<file path="config.mk">
export PLATFORM = sky130hd
export DESIGN_NAME = prv32_muldiv_unit
export DESIGN_NICKNAME = d
export VERILOG_FILES = /design/src/rtl/prv32_muldiv_unit.sv
export SDC_FILE = /design/constraint.sdc
export NUM_CORES = 1
export LEC_CHECK = 0
export CAP_MARGIN = 30
export CORE_MARGIN = 4
export CORE_UTILIZATION = 36
export DETAILED_ROUTE_END_ITERATION = 8
export SYNTH_ARGS = -nofsm -noshare
export SYNTH_HDL_FRONTEND = slang
export SYNTH_SLANG_ARGS = --single-unit
</file>
<file path="constraint.sdc">
create_clock -name clk -period 3.61 [get_ports clk]
set_input_delay 1.083 -clock clk [delete_from_list [all_inputs] [get_ports clk]]
set_output_delay 1.083 -clock clk [all_outputs]
set_load 0.05 [all_outputs]
</file>
<file path="src/rtl/prv32_muldiv_unit.sv">
// prv32_muldiv_unit: iterative RV32M multiply/divide, one bit per cycle.
// Optional MDU_EARLY_OUT_EN: trivial ops skip the iteration loop.
module prv32_muldiv_unit #(
  parameter int XLEN  = 32,
  parameter int CNT_W = 6
) (
  input  logic            clk,
  input  logic            rst_n,
  input  logic            in_valid,
  output logic            in_ready,
  input  logic [2:0]      op,
  input  logic [XLEN-1:0] a,
  input  logic [XLEN-1:0] b,
  input  logic            flush,
  output logic            out_valid,
  input  logic            out_ready,
  output logic [XLEN-1:0] r,
  output logic            busy
);

  localparam int W2 = 2 * XLEN;
  localparam logic [XLEN-1:0] SMIN = {1'b1, {(XLEN-1){1'b0}}};
  localparam logic [CNT_W-1:0] CNT_INIT = CNT_W'(XLEN - 1);

  typedef enum logic [1:0] {IDLE, CALC, FIXUP, DONE} state_t;

  state_t            state_q, state_d;
  logic [2:0]        op_q, op_d;
  logic [XLEN-1:0]   ma_q, ma_d;
  logic [XLEN-1:0]   mb_q, mb_d;
  logic [W2-1:0]     acc_q, acc_d;
  logic [CNT_W-1:0]  cnt_q, cnt_d;
  logic              neg_q, neg_d;
  logic              negr_q, negr_d;
  logic              early_q, early_d;
  logic [XLEN-1:0]   r_q, r_d;

  logic              a_sgn, b_sgn, a_neg, b_neg;
  logic [XLEN-1:0]   abs_a, abs_b;
  logic              hit;
  logic [XLEN-1:0]   hit_res;
  logic [XLEN:0]     sum, diff;
  logic [W2-1:0]     step_mul, step_div, prod;
  logic [XLEN-1:0]   quo, rem, res_fix;

  assign in_ready  = (state_q == IDLE);
  assign out_valid = (state_q == DONE);
  assign busy      = (state_q != IDLE);
  assign r         = r_q;

  // Operand signedness, magnitudes and trivial-case detection
  always_comb begin
    a_sgn   = op[2] ? ~op[0] : (op[1:0] == 2'b01 || op[1:0] == 2'b10);
    b_sgn   = op[2] ? ~op[0] : (op[1:0] == 2'b01);
    a_neg   = a_sgn & a[XLEN-1];
    b_neg   = b_sgn & b[XLEN-1];
    abs_a   = a_neg ? -a : a;
    abs_b   = b_neg ? -b : b;
    hit     = 1'b0;
    hit_res = '0;
`ifdef MDU_EARLY_OUT_EN
    if (!op[2]) begin
      if (a == '0 || b == '0) begin
        hit     = 1'b1;
        hit_res = '0;
      end
    end else if (b == '0) begin
      hit     = 1'b1;
      hit_res = op[1] ? a : '1;
    end else if (!op[0] && a == SMIN && b == '1) begin
      hit     = 1'b1;
      hit_res = op[1] ? '0 : SMIN;
    end
`endif
  end

  // One shift-add / restoring-subtract step and final sign fixup
  always_comb begin
    sum      = {1'b0, acc_q[W2-1:XLEN]} + (acc_q[0] ? {1'b0, ma_q} : '0);
    step_mul = {sum, acc_q[XLEN-1:1]};
    diff     = acc_q[W2-1:XLEN-1] - {1'b0, mb_q};
    step_div = diff[XLEN] ? {acc_q[W2-2:0], 1'b0}
                          : {diff[XLEN-1:0], acc_q[XLEN-2:0], 1'b1};
    prod     = neg_q ? -acc_q : acc_q;
    quo      = neg_q ? -acc_q[XLEN-1:0] : acc_q[XLEN-1:0];
    rem      = negr_q ? -acc_q[W2-1:XLEN] : acc_q[W2-1:XLEN];
    res_fix  = '0;
    unique case (op_q)
      3'b000:                 res_fix = prod[XLEN-1:0];
      3'b001, 3'b010, 3'b011: res_fix = prod[W2-1:XLEN];
      3'b100, 3'b101:         res_fix = quo;
      default:                res_fix = rem;
    endcase
  end

  // FSM next state and datapath updates
  always_comb begin
    state_d = state_q;
    op_d    = op_q;
    ma_d    = ma_q;
    mb_d    = mb_q;
    acc_d   = acc_q;
    cnt_d   = cnt_q;
    neg_d   = neg_q;
    negr_d  = negr_q;
    early_d = early_q;
    r_d     = r_q;
    unique case (state_q)
      IDLE: begin
        if (in_valid && !flush) begin
          op_d    = op;
          ma_d    = abs_a;
          mb_d    = abs_b;
          acc_d   = op[2] ? {{XLEN{1'b0}}, abs_a} : {{XLEN{1'b0}}, abs_b};
          cnt_d   = CNT_INIT;
          neg_d   = (a_neg ^ b_neg) & (~op[2] | (b != '0));
          negr_d  = a_neg;
          early_d = hit;
          if (hit) begin
            r_d     = hit_res;
            state_d = FIXUP;
          end else begin
            state_d = CALC;
          end
        end
      end
      CALC: begin
        acc_d = op_q[2] ? step_div : step_mul;
        if (cnt_q == '0) state_d = FIXUP;
        else             cnt_d   = cnt_q - 1'b1;
      end
      FIXUP: begin
        if (!early_q) r_d = res_fix;
        state_d = DONE;
      end
      DONE: begin
        if (out_ready) state_d = IDLE;
      end
    endcase
    if (flush) state_d = IDLE;
  end

  // State and datapath registers
  always_ff @(posedge clk or negedge rst_n) begin
    if (!rst_n) begin
      state_q <= IDLE;
      op_q    <= '0;
      ma_q    <= '0;
      mb_q    <= '0;
      acc_q   <= '0;
      cnt_q   <= '0;
      neg_q   <= 1'b0;
      negr_q  <= 1'b0;
      early_q <= 1'b0;
      r_q     <= '0;
    end else begin
      state_q <= state_d;
      op_q    <= op_d;
      ma_q    <= ma_d;
      mb_q    <= mb_d;
      acc_q   <= acc_d;
      cnt_q   <= cnt_d;
      neg_q   <= neg_d;
      negr_q  <= negr_d;
      early_q <= early_d;
      r_q     <= r_d;
    end
  end

endmodule

</file>
; Word-level counts from Yosys, hierarchy flattened
; Index checks and enable logic that the tools add are counted.
[totals]
register_bits = 173
inputBits = 72
out_inout_bits = 35
elab_cells = 76
[op_classes]
n_addsub = 8
n_eq_ne = 15
muxes = 22
bitwise = 7
reduce_logical = 15
[ops]
columns = op, count
row1 = 2-to-1 mux 64 bit, 4
row2 = 2-to-1 mux 32 bit, 6
row3 = negation 32 bit, 4
row4 = one-hot mux 64 bit (2 select lines), 1
row5 = one-hot mux 32 bit (3 select lines), 1
row6 = negation 64 bit, 1
row7 = adder 32 x 32 -> 33 bit, 1
row8 = subtractor 33 x 32 -> 33 bit, 1
row9 = nonzero test 32 bit, 1
row10 = 2-to-1 mux 6 bit, 2
row11 = one-hot mux 6 bit (2 select lines), 1
row12 = 2-to-1 mux 2 bit, 4
row13 = one-hot mux 2 bit (4 select lines), 1
row14 = equality test 2 bit (second input constant), 3
row15 = equality test 3 x 2 -> 1 bit (second input constant), 2
row16 = equality test 3 bit (second input constant), 2
row17 = zero test 6 bit, 1
row18 = AND reduction 3 bit, 2
row19 = subtractor 6 x 1 -> 6 bit (second input constant), 1
row20 = equality test 2 x 1 -> 1 bit (second input constant), 2
row21 = AND reduction 2 bit, 2
row22 = nonzero test 2 bit, 2
row23 = AND 1 bit, 3
row24 = equality test 3 x 1 -> 1 bit (second input constant), 1
row25 = other kinds (16), 18

; Logic depth before layout (Yosys ltp)
; Gate-level depths: netlist of the first run.
[logic_depth]
ltp_word = 8
mapped_depth = 16
ltp_nobuf = 14

; Worst setup path after synthesis of the first run
; No wires, ideal clock.
[synth_path]
kind = reg2reg
start = register acc_q[0]
end = register acc_q[61]
setup_time_ps = 126
arrival_time_ps = 3458
t_required_ps = 3484
slack_ps = 26
path_stages_with_launch = 17
path_buffers = 2
path_cell_list = dfrtp_1 clkbuf_1 clkbuf_1 and2_1 ha_1 inv_1 fa_1 nor2b_1 o31ai_1 a32oi_1 a2111oi_4 o31ai_1 a41oi_1 a21oi_1 xnor2_1 nor2_1 a221o_1
[synth_via]
elab_chain_len = 4
[synth_lines]
columns = element, line_no
row1 = from (decl), 31  ; logic [W2-1:0] acc_q, acc_d;
row2 = from (signal assigned), 150  ; acc_q <= '0;
row3 = from (signal assigned), 161  ; acc_q <= acc_d;
row4 = 2-to-1 mux 32 bit, 79  ; sum = {1'b0, acc_q[W2-1:XLEN]} + (acc_q[0] ? {1'b0, ma_q} : '0);
row5 = adder 32 x 32 -> 33 bit, 79
row6 = 2-to-1 mux 64 bit, 128  ; acc_d = op_q[2] ? step_div : step_mul;
row7 = one-hot mux 64 bit (2 select lines), 108  ; unique case (state_q)
; Every way passes these cells.
; A chain may end at the register's enable or synchronous reset.

; Final worst setup path of the first run
[layout_path]
start = input port b[13]
end = register acc_q[29]
[layout_via]
elab_chain_len = 5
[layout_lines]
columns = element, line_no
row1 = from (decl), 13  ; input logic [XLEN-1:0] b,
row2 = negation 32 bit, 58  ; abs_b = b_neg ? -b : b;
row3 = 2-to-1 mux 32 bit, 58
row4 = 2-to-1 mux 32 bit, 114  ; acc_d = op[2] ? {{XLEN{1'b0}}, abs_a} : {{XLEN{1'b0}}, abs_b};
row5 = 2-to-1 mux 64 bit, 110  ; if (in_valid && !flush) begin
row6 = one-hot mux 64 bit (2 select lines), 108
; Every way passes these cells. The select of a mux whose other input is x is not followed.

==> summary by stage, run 1 <==
Setup path
The worst setup path is launched from an input port. In this run the worst path has a maximum fanout of 4. At the worst endpoint, the arrival time is a little under 4 ns.

For the worst setup path, the data required time is between 3 and 4 ns. The cell occurring most often along the worst timing path is sky130_fd_sc_hd__or4_4. The worst setup path is captured at a flop. The slowest stage of the critical path belongs to the cell sky130_fd_sc_hd__or4_4. For this run, the slowest stage of the critical path takes between 0.5 and 0.6 ns. By startpoint and endpoint, the worst setup path is classified as input port to flop. The critical path contains buffers and inverters numbering 2 combined. Across all register-to-register paths, the minimum setup slack is approximately 0.14 ns.

Walking the worst path, the cells encountered are clkdlybuf4s15_2 -> or4_4 -> or3_4 -> or4_4 -> nor4b_4 -> inv_1 -> o21a_1 -> xnor2_2 -> mux2i_1 -> nand2_1 -> a21oi_2. On the critical path the largest part of the delay comes from simple AND/OR/NAND/NOR gates.

Clock network
CTS placed an instance of sky130_fd_sc_hd__clkbuf_16 at the clock tree root. The clock tree from TritonCTS is yes. The clock latency reported for the late side of the worst-skew pair is ~0.47 ns.

The longest clock path from root to sink contains 2 buffers. The number of sinks handled by clock tree synthesis is 173. TritonCTS created 17 clock buffers. The clock edge transition at the registers on the reported setup and hold paths is 0.07 ns. The number of H-tree branching levels is 4.

Die
The overall die height is approximately 210 µm. The floorplan has between 70 and 80 rows. Measured along the x axis, the die boundary spans 212 µm.

The I/O pin count is approximately 110. The die outline area is about 45000 µm². The core outline area is roughly 40000 µm². For this configuration, the core starts out at a cell density of 0.366.

Power
The design draws 20.7 mW. The ratio of total power to cell area is about 1100 nW/µm². Across the VDD grid, the largest voltage drop is approximately 0.55 mV. The analysis attributes to cell leakage a power of between 7 and 8 nW.

Synth
In this run, synthesis inferred 0 flip-flops with an integrated enable. The gate count of the mapped netlist is roughly 1.9k. The fraction of the yosys area taken by sequential cells is 0.289. The post-synth net total is roughly 2k. In this run the cell area of the synthesized design comes to around 15000 µm².

In this run the mean area of a mapped cell was 7.91 µm². The share of async-settable or async-resettable flops after synthesis is 1.00. The distinct cell type count of the synthesized netlist is 79. The Yosys step of the flow raised 0 warnings. The register bit total from synthesis is around 170.

The predominant post-synthesis flop cell is sky130_fd_sc_hd__dfrtp_1.

Finish
After routing the design area is 18600 µm². Across the whole layout, storage elements account for around 4300 µm². For this run, the post-layout net count is about 2.2k. Compared with the post-synthesis result, the final layout area differs by 24.1%. In the layout the commonest cells are 203 x sky130_fd_sc_hd__nand2_1, 193 x sky130_fd_sc_hd__buf_4, 182 x sky130_fd_sc_hd__a21oi_1. The final-layout fill cell count is roughly 4k. The non-filler instance count after layout is roughly 2.6k. The footprint of the multi-input gates is just over 10000 µm².

The share of post-route cells with drive strength above 1 is 0.152. The most common cell after layout, fill and taps aside is sky130_fd_sc_hd__nand2_1.

Drt
Detailed routing inserted a total of between 15k and 20k vias. For this run, design rule violations remaining after detail routing come to 0. The total wirelength of the detailed-routed design is ~56000 µm.

In the routed layout, each cell is associated on average with a via count of ~5.7. The first-pass iteration count of the detailed router is 6. The number of DRC markers in iteration 0 is 1525.

In this run the remaining antenna-violating nets after routing total 0. The detail-routed net length per standard cell is 21.0 µm.

Placement
The placed instance area is approximately 18000 µm². Prior to clock tree synthesis, the placed netlist has a worst setup slack of -0.504 ns. Including well taps, the total number of placed cells is 2611. Buffers placed on the I/O ports in this run total approximately 110. The congestion estimate from routability-driven global placement came to 0.970.

Detailed placement finished with a half-perimeter wire length of ~44000 µm.

Global route
For this run the aggregate overflow at the end of global routing stands at 0. The via count of the first global-routing pass was roughly 15k. In the global route stage, overall resource usage came out at 0.247. The largest net degree at the start of global routing is between 100 and 150. The number of antenna violations at the first check in global routing came to 1. The global-route wire length before repair is 86400 µm.

STA
The number of slew-limit violations in the final report is 0. Clock skew on the completed layout was measured at 0.0162 ns. The final-report hold violation count is 0. The tightest hold margin is approximately 0.47 ns.

For the finished layout, the period the worst path requires is ~3.5 ns. Setup violations remaining at the end of the flow were counted as 0. The slew of the pin with the lowest slew margin is between 1 and 1.5 ns. The worst path setup slack after routing is ~0.088 ns. The period utilization is 0.976. For this run, the top clock speed supported by timing is about 280 MHz. The worst pin sits at a relative slew slack of 0.320.

Status
The run finished with clean final reports.

Run
The max-capacitance violation count is 0.

Min path
The class of the tightest hold or removal check is flop to flop.
-- cells by family after synthesis --
kind of cell,after synthesis,synth area share
and+or+nand+nor,589,0.187
DFF,173,0.289
adders and majority gates,77,0.0652
AOI/OAI and AO/OA,602,0.248
muxes,63,0.0444
buffers and inverters,193,0.0504
xor gates and xnor gates,199,0.116
-- repair_timing --
| item | 4_1_cts | 5_1_grt |
|---|---|---|
| pin swaps | 8 | 8 |
| hold buffers | 0 | 0 |
| buffers inserted | 0 | 2 |
| hold endpoints to repair | 0 | 0 |
| resized for setup | 16 | 19 |
| endpoints found under the setup margin | 36 | 46 |
-- per-stage QoR --
step                utilization  setup TNS [ns]
CTS                       0.451               0
global placement          0.436           -9.73
finish                    0.454               0
detailed placement        0.436          -13.53
floorplan                     -               0
global route              0.454        -0.00353
-- worst paths after layout --
check	start	end	depth (start not counted)
min in group asynchronous	rst_n	acc_q[59]	1
worst min register to register	ma_q[19]	ma_q[19]	2
worst min-delay path	ma_q[19]	ma_q[19]	2
worst max-delay path	b[13]	acc_q[29]	11
max in group asynchronous	rst_n	acc_q[0]	2
worst max register to register	acc_q[0]	acc_q[55]	15
-- final cells by class --
class                      instances  area share
timing repair buffer             308       0.144
multi-input combinational       1530       0.541
sequential                       173       0.233
tap                              532      0.0357
clock buffer                      22      0.0255
clock inverter                     9     0.00725
antenna                            1    0.000134
inverter                          70      0.0141
-- cell usage after synthesis, drive strengths merged (9+ instances only) --
master | n | area share
a31oi | 22 | 0.0092
o21ai | 184 | 0.062
nor4 | 12 | 0.0054
a222oi | 11 | 0.0073
nand2 | 204 | 0.051
clkbuf | 96 | 0.024
xor2 | 81 | 0.047
mux2i | 34 | 0.023
o21a | 11 | 0.0055
o22ai | 14 | 0.0058
xnor2 | 118 | 0.069
buf | 27 | 0.0088
o211ai | 10 | 0.0050
nor3 | 41 | 0.015
nor2b | 9 | 0.0038
nand2b | 22 | 0.0092
nand3 | 34 | 0.011
inv | 69 | 0.017
a21o | 19 | 0.0095
nor2 | 157 | 0.040
or3 | 22 | 0.0095
a21oi | 186 | 0.062
o31ai | 31 | 0.016
and2 | 37 | 0.015
o221ai | 9 | 0.0053
dfrtp | 173 | 0.29
a22oi | 23 | 0.012
a211oi | 16 | 0.0080
o41ai | 13 | 0.0081
nand4 | 16 | 0.0067
ha | 75 | 0.063
or4 | 13 | 0.0075
mux2 | 29 | 0.022
-- worst min-delay path, delay by kind of cell, from the launching register on --
family	cells	cell delay (ns)
flops	1	0.34
compound gates	1	0.06
simple gates	1	0.05
-- layer usage --
layer	global-route usage	share of wire	up-vias
met5	0	0	-
met4	0.0988	0.039	0
met3	0.0484	0.077	95
met2	0.377	0.44	626
met1	0.344	0.44	7238
li1	-	-	7223
-- flip-flops by register name, summed over array words and instances, names as in the netlist --
| name | count |
|---|---|
| acc_q | 64 |
| ma_q | 32 |
| mb_q | 32 |
| r | 32 |
| cnt_q | 6 |
| op_q | 3 |
| state_q | 2 |
| neg_q | 1 |
| negr_q | 1 |
-- power by group --
part	total [mW]	switching, mW	internal [mW]
combinational	14.9	8.97	5.94
sequential	3.80	0.941	2.86
clock	1.98	0.841	1.14
Note: power is estimated with default switching activity, not from simulation.
==> run 2, diff against run 1 <==
--- a/config.mk
+++ b/config.mk
@@ -6,9 +6,9 @@
 export NUM_CORES = 1
 export LEC_CHECK = 0
 export CAP_MARGIN = 30
-export CORE_MARGIN = 4
 export CORE_UTILIZATION = 36
 export DETAILED_ROUTE_END_ITERATION = 8
+export DONT_BUFFER_PORTS = 1
 export SYNTH_ARGS = -nofsm -noshare
 export SYNTH_HDL_FRONTEND = slang
 export SYNTH_SLANG_ARGS = --single-unit
==> summary by stage, run 2 (synthesis gave the netlist of run 1 again) <==
Drt
The first-pass iteration count of the detailed router came to 9 (+3). The detailed-route via count was 14.7k (-3.3%). The detail-routed net length per standard cell is 22.1 µm (+5.1%). The post-detailed-route via-to-cell ratio came to 5.88 (+2.5%).

The total wirelength of the detailed-routed design is 55000 µm (-0.89%). The remaining antenna violation count after routing came to 0 (unchanged). The number of DRC markers in iteration 0 is 1599 (+4.9%). The DRC violation count after routing is 0 (unchanged).

Global route
The via count of the first global-routing pass was 14.0k (-5.7%). The number of antenna violations at the first check in global routing is 0 (-1). The combined global-route utilization of all metal layers is 0.261 (+0.0147). The total congestion overflow is 0 (unchanged). The largest net degree at the start of global routing came to 174 (+40%). The global-route wire length before repair is 83600 µm (-3.2%).

Setup path
The worst register-to-register path ends at r[26]. The worst-case reg-to-reg path depth is 13 (-2). The worst setup path is of the flop to flop kind. The highest cell delay on the worst timing path is 0.45 ns (-0.08 ns). The signal arrival time at the worst endpoint is 3.81 ns (-0.09 ns). On the critical path the largest part of the delay comes from simple AND/OR/NAND/NOR gates. The worst path buffer plus inverter count is 2 (unchanged). On the critical path, the stage with the largest delay is an instance of sky130_fd_sc_hd__or3b_1. The maximum net fanout on the critical path is 5 (+1). The internal reg-to-reg setup slack came to 0.16 ns (+0.02 ns). STA classifies the critical path startpoint as a flop. The sort of element at the end of the critical path is a flop.

The required time of the critical path is 3.97 ns (-0.02 ns). The source of the worst register-to-register timing path is acc_q[33]. Traced cell by cell, the critical path runs through inv_1 -> buf_4 -> ha_1 -> or3b_1 -> nor3_2 -> and2_1 -> nand4_1 -> or3_1 -> o21ai_2 -> xnor2_1 -> a221oi_1 -> a21oi_1 -> mux2_2.

Clock network
The number of buffers on the longest clock path is 2 (unchanged). The post-cts hold buffer count was 0 (unchanged). The clock latency reported for the late side of the worst-skew pair is 0.48 ns (about the same). CTS placed an instance of sky130_fd_sc_hd__clkbuf_16 at the clock tree root. The number of H-tree branching levels is 4 (unchanged). TritonCTS built the clock tree. The number of sinks handled by clock tree synthesis is 173 (unchanged). The TritonCTS buffer count is 17 (unchanged). The clock edge transition at the registers on the reported setup and hold paths is 0.07 ns (about the same).

Finish
The register with the most flip-flops is acc_q. Leaving out fill and tap cells, the most frequent cells in the layout are 203 x sky130_fd_sc_hd__nand2_1, 183 x sky130_fd_sc_hd__a21oi_1, 171 x sky130_fd_sc_hd__o21ai_0, 171 x sky130_fd_sc_hd__dfrtp_1, 154 x sky130_fd_sc_hd__nor2_1. The number of antenna diodes is 0 (-1). The number of flip-flops under the largest register name came to 64 (unchanged). The number of nets at the end of the flow was 2099 (-6.7%). The share of the core filled with cells in the final layout is 0.418 (-0.0362). The final standard cell area without fillers came to 17100 µm² (-8.2%). The area growth from synthesis to layout is 14.0%. The library cell used most frequently in the layout, excluding fill and tap cells, is sky130_fd_sc_hd__nand2_1.

The share of post-route cells with drive strength above 1 was 0.133 (-0.0190).

STA
The period utilization came to 0.955 (-0.0203). The tightest hold margin is 0.296 ns (-0.178 ns). Setup repair after global routing left no endpoint under its margin. The slew of the pin with the lowest slew margin was 0.972 ns (-0.0487 ns). The setup TNS after final layout is 0 ns (unchanged). The headroom to the max-slew limit came to 0.352 (+0.0325). The final-report hold violation count is 0 (unchanged). The number of slew-limit violations in the final report is 0 (unchanged). The largest clock skew in the final design was 0.0209 ns (+0.00471 ns). The clock period minus final worst setup slack came to 3.45 ns (-0.0733 ns). The highest attainable clock frequency is 290 MHz (+2.1%). The worst path setup slack after routing is 0.162 ns (+0.0733 ns). The number of failing setup endpoints in the final timing report is 0 (unchanged).

Die
The die outline area is 42500 µm² (-5.6%). The starting density of the core is 0.367 (+0.000828). The core outline area is 40900 µm² (-0.23%). The overall die height is 206 µm (-2.8%). The die width is 206 µm (-2.8%).

The standard-cell row count is 74 (unchanged). The I/O pin count came to 107 (unchanged).

Power
The switching component of the power came to 10.9 mW (+1.0%). The clock network fraction of design power was 0.089 (-0.007). The portion of total power attributed to combinational logic was 0.687 (-0.033). The peak ir drop on the vdd network is 0.504 mV (-8.4%). The standby leakage power is 7.31 nW (-8.5%).

The register share of total power is 0.224 (+0.040). The internal power came to 9.44 mW (-5.0%). The switching fraction of total power is 0.535 (+0.0154).

The ratio of total power to cell area is 1190 nW/µm² (+6.9%).

Placement
The number of input and output port buffers inserted is 0 (-100%). The worst-case setup slack after placement came to -0.199 ns (+0.305 ns). The placed wire-length estimate came to 42600 µm (-3.1%). The weighted congestion at the end of routability-driven global placement is 0.947 (-2.4%). The placed instance area is 16400 µm² (-8.4%).

Status
The run finished with clean final reports.

Run
The max-capacitance violation count is 0 (unchanged).

Min path
The tightest min-delay check is of the input port to async pin type.
run 2: layout make-up:
type | count | area, µm²
clock buffer | 24 | 472
clock inverter | 7 | 65.1
fill | 4174 | 23800
inverter | 70 | 263
multi-input combinational | 1530 | 10000
sequential | 173 | 4330
tap | 532 | 666
timing repair buffer | 158 | 1260
run 2: power groups by stage:
stage                     clock network (mW)  registers, mW  logic [mW]
after floorplan                            0           4.08        8.96
after global placement                     0           4.52        13.0
after detailed placement                   0           4.56        13.1
after CTS                               1.83           4.52        13.2
after global routing                    1.90           4.66        15.1
final                                   1.81           4.56        13.9
run 2: how the worst max path moves through the flow:
| stage | from | end | slack (ns) | depth (start not counted) |
|---|---|---|---|---|
| floorplan | acc_q[0] | acc_q[61] | 0.03 | 16 |
| global placement | b[13] | acc_q[31] | -0.17 | 10 |
| detailed placement | b[13] | acc_q[31] | -0.20 | 10 |
| CTS | acc_q[0] | acc_q[63] | 0.01 | 17 |
| global route | mb_q[17] | acc_q[34] | 0.007 | 14 |
| finish | acc_q[33] | r[26] | 0.16 | 13 |
run 2: what timing repair did:
item	CTS	global route
gates resized for setup	1	20
setup buffers	0	2
endpoints found under the hold margin	0	0
endpoints found under the setup margin	1	31
cloned	0	3
pin swaps	0	3
run 2: per-layer routing:
layer / wire [µm] / track usage / part of all wire / vias to the layer above
met5: 0 / 0 / 0 / -
li1: - / - / - / 6891
met2: 24000 / 0.396 / 0.44 / 620
met4: 1720 / 0.100 / 0.031 / 0
met3: 4230 / 0.0494 / 0.077 / 83
met1: 25100 / 0.365 / 0.46 / 7080
run 2: metrics by stage:
stage	instances	power, mW
final	2494	20.3
after global routing	2494	21.7
after CTS	2489	19.5
after detailed placement	2458	17.7
after global placement	2458	17.5
after floorplan	1896	13.0
==> run 3, diff against run 2 <==
--- a/config.mk
+++ b/config.mk
@@ -6,9 +6,10 @@
 export NUM_CORES = 1
 export LEC_CHECK = 0
 export CAP_MARGIN = 30
+export CORE_MARGIN = 8
 export CORE_UTILIZATION = 36
 export DETAILED_ROUTE_END_ITERATION = 8
-export DONT_BUFFER_PORTS = 1
+export HOLD_SLACK_MARGIN = 0.1
 export SYNTH_ARGS = -nofsm -noshare
 export SYNTH_HDL_FRONTEND = slang
 export SYNTH_SLANG_ARGS = --single-unit
==> summary by stage, run 3 (synthesis gave the netlist of run 1 again) <==
Placement
The number of input and output port buffers inserted is 106 (+106). The worst-case setup slack after placement is -0.593 ns (-0.394 ns). The placed instance area came to 18000 µm² (+9.7%).

The weighted congestion at the end of routability-driven global placement is 0.933 (-1.4%). The placed wire-length estimate is 45000 µm (+5.7%).

Power
The total power consumption of the routed design was 21.1 mW (+3.9%). The internal power is 10.2 mW (+7.7%). The switching fraction of total power was 0.518 (-0.0173). The clock network fraction of design power is 0.097 (+0.008). The standby leakage power is 8.11 nW (+11%). The portion of total power attributed to combinational logic is 0.718 (+0.031).

The ratio of total power to cell area is 1120 nW/µm² (-5.8%). The switching component of the power is 10.9 mW (+0.50%). The register share of total power is 0.185 (-0.039). The peak ir drop on the vdd network came to 0.430 mV (-15%).

Finish
The final-layout fill cell count is 4100 (-1.8%). The final standard cell area without fillers is 18900 µm² (+10%). The number of antenna diodes came to 0 (unchanged).

The top cell types in the final layout, fill and taps aside, are 208 x sky130_fd_sc_hd__buf_4, 203 x sky130_fd_sc_hd__nand2_1, 181 x sky130_fd_sc_hd__a21oi_1. Compared with the post-synthesis result, the final layout area differs by 25.7%. The number of flip-flops under the largest register name is 64 (unchanged). The share of post-route cells with drive strength above 1 is 0.163 (+0.0297). Leaving out fill and tap cells, the most frequent cell in the layout is sky130_fd_sc_hd__buf_4. Ranked by flip-flop count, first place goes to acc_q. The share of the core filled with cells in the final layout was 0.460 (+0.0420). The number of nets at the end of the flow is 2268 (+8.1%).

STA
The largest clock skew in the final design came to 0.0190 ns (-0.00190 ns). Setup repair after global routing could not meet its margin everywhere. The headroom to the max-slew limit is 0.416 (+0.0643). The number of failing setup endpoints in the final timing report came to 0 (unchanged). The worst path setup slack after routing is 0.109 ns (-0.0523 ns). The highest attainable clock frequency came to 286 MHz (-1.5%). The final-report hold violation count is 0 (unchanged). The tightest hold margin is 0.476 ns (+0.180 ns). The slew of the pin with the lowest slew margin is 0.875 ns (-0.0965 ns). The number of slew-limit violations in the final report is 0 (unchanged). The clock period minus final worst setup slack was 3.50 ns (+0.0523 ns). The period utilization came to 0.970 (+0.0145).

Global route
The largest net degree at the start of global routing is 138 (-21%). The number of antenna violations at the first check in global routing is 1 (+1). The total congestion overflow was 0 (unchanged). The combined global-route utilization of all metal layers is 0.235 (-0.0268). The via count of the first global-routing pass is 14.9k (+6.6%).

The global-route wire length before repair was 88000 µm (+5.2%).

Die
The die outline area is 48500 µm² (+14%). The standard-cell row count is 74 (unchanged). The starting density of the core was 0.366 (-0.000828).

The I/O pin count is 107 (unchanged). The die width is 220 µm (+6.8%). The overall die height is 220 µm (+6.8%). The core outline area is 41000 µm² (+0.23%).

Min path
The tightest min-delay check is of the flop to flop type.

Drt
The first-pass iteration count of the detailed router came to 9 (unchanged). The sum of routed wire segments on met1 is 25300 µm (+0.77%). The DRC violation count after routing is 1 (+1).

The remaining antenna violation count after routing was 0 (unchanged). The routed length on met2 is 25700 µm (+7.2%). The post-detailed-route via-to-cell ratio came to 5.71 (-2.9%).

The total wirelength of the detailed-routed design was 57000 µm (+3.6%). The detailed-route via count is 15.2k (+3.7%). The number of DRC markers in iteration 0 came to 1501 (-6.1%). The uppermost layer routed is met4. The wire length on met3 was 4110 µm (-3.0%).

The detail-routed net length per standard cell was 21.4 µm (-3.0%).

Status
The checks that failed: design-rule violations. The flow ran to the end, but the final reports show violations.

Setup path
STA classifies the critical path endpoint as a flop. The required time of the critical path is 3.96 ns (about the same). The startpoint type of the worst setup path is a flop. The maximum net fanout on the critical path was 13 (+8).

The critical path start-end classification is flop to flop. The signal arrival time at the worst endpoint is 3.85 ns (+0.04 ns).

Clock network
The clock tree from TritonCTS is yes. The clock edge transition at the registers on the reported setup and hold paths is 0.07 ns (about the same). The tree is rooted in a sky130_fd_sc_hd__clkbuf_16. The clock latency reported for the late side of the worst-skew pair was 0.47 ns (about the same). The number of buffers on the longest clock path came to 2 (unchanged). The TritonCTS buffer count is 17 (unchanged). The number of sinks handled by clock tree synthesis is 173 (unchanged). The number of H-tree branching levels is 4 (unchanged).

Run
The max-capacitance violation count came to 0 (unchanged).
==> run 3: path summary, 6_finish.rpt <==
kind	endpoint	cells past startpoint	startpoint	slack, ns
max in group asynchronous	acc_q[36]	2	rst_n	2.33
min reg2reg	ma_q[15]	2	ma_q[15]	0.48
max reg2reg	acc_q[62]	16	acc_q[31]	0.11
min in group asynchronous	r[14]	1	rst_n	0.52
max	acc_q[62]	16	acc_q[31]	0.11
min	ma_q[15]	2	ma_q[15]	0.48
==> run 3: power by group through the flow <==
stage	Sequential [mW]	Clock, mW	Combinational, mW
floorplan	4.08	0	8.96
global placement	3.84	0	14.4
detailed placement	3.88	0	14.6
CTS	3.85	2.08	14.7
global route	3.99	2.16	16.4
finish	3.89	2.05	15.2
==> run 3: layout make-up <==
cell class | instances | area (µm²) | share of cell area
multi-input combinational | 1530 | 10100 | 0.536
clock inverter | 13 | 189 | 0.0100
clock buffer | 19 | 443 | 0.0235
inverter | 70 | 263 | 0.0139
tap | 532 | 666 | 0.0353
timing repair buffer | 327 | 2860 | 0.152
sequential | 173 | 4330 | 0.230
==> run 3: repair_timing <==
| item | 4_1_cts | 5_1_grt |
|---|---|---|
| pin swaps | 12 | 25 |
| hold buffers | 0 | 0 |
| setup endpoints to repair | 41 | 48 |
| cloned | 0 | 1 |
| setup buffers | 4 | 7 |
| gates resized for setup | 20 | 31 |
==> run 3: per-stage QoR <==
stage,setup TNS (ns),std cells
2_1_floorplan,0,1896
3_3_place_gp,-11.77,2620
3_5_place_dp,-13.59,2620
4_1_cts,-0.0477,2656
5_1_grt,-0.0623,2664
6_report,0,2664
==> run 3: routing by layer <==
metal,up-vias,track usage
met4,0,0.0862
met5,-,0
li1,7253,-
met2,573,0.374
met1,7293,0.319
met3,97,0.0371
==> run 3: worst max-delay path, stage by stage, from the launching register on <==
cell and delay [ns]:
sky130_fd_sc_hd__dfrtp_1 0.43, sky130_fd_sc_hd__inv_1 0.09, sky130_fd_sc_hd__ha_2 0.21, sky130_fd_sc_hd__fa_2 0.35, sky130_fd_sc_hd__nand2b_4 0.15, sky130_fd_sc_hd__a21oi_2 0.20
sky130_fd_sc_hd__o21ai_4 0.11, sky130_fd_sc_hd__a2111oi_4 0.36, sky130_fd_sc_hd__buf_4 0.19, sky130_fd_sc_hd__o31ai_2 0.08, sky130_fd_sc_hd__o221ai_2 0.26, sky130_fd_sc_hd__xnor2_2 0.13
sky130_fd_sc_hd__buf_4 0.17, sky130_fd_sc_hd__clkbuf_16 0.17, sky130_fd_sc_hd__nand3_1 0.09, sky130_fd_sc_hd__o31ai_1 0.09, sky130_fd_sc_hd__a221o_1 0.30
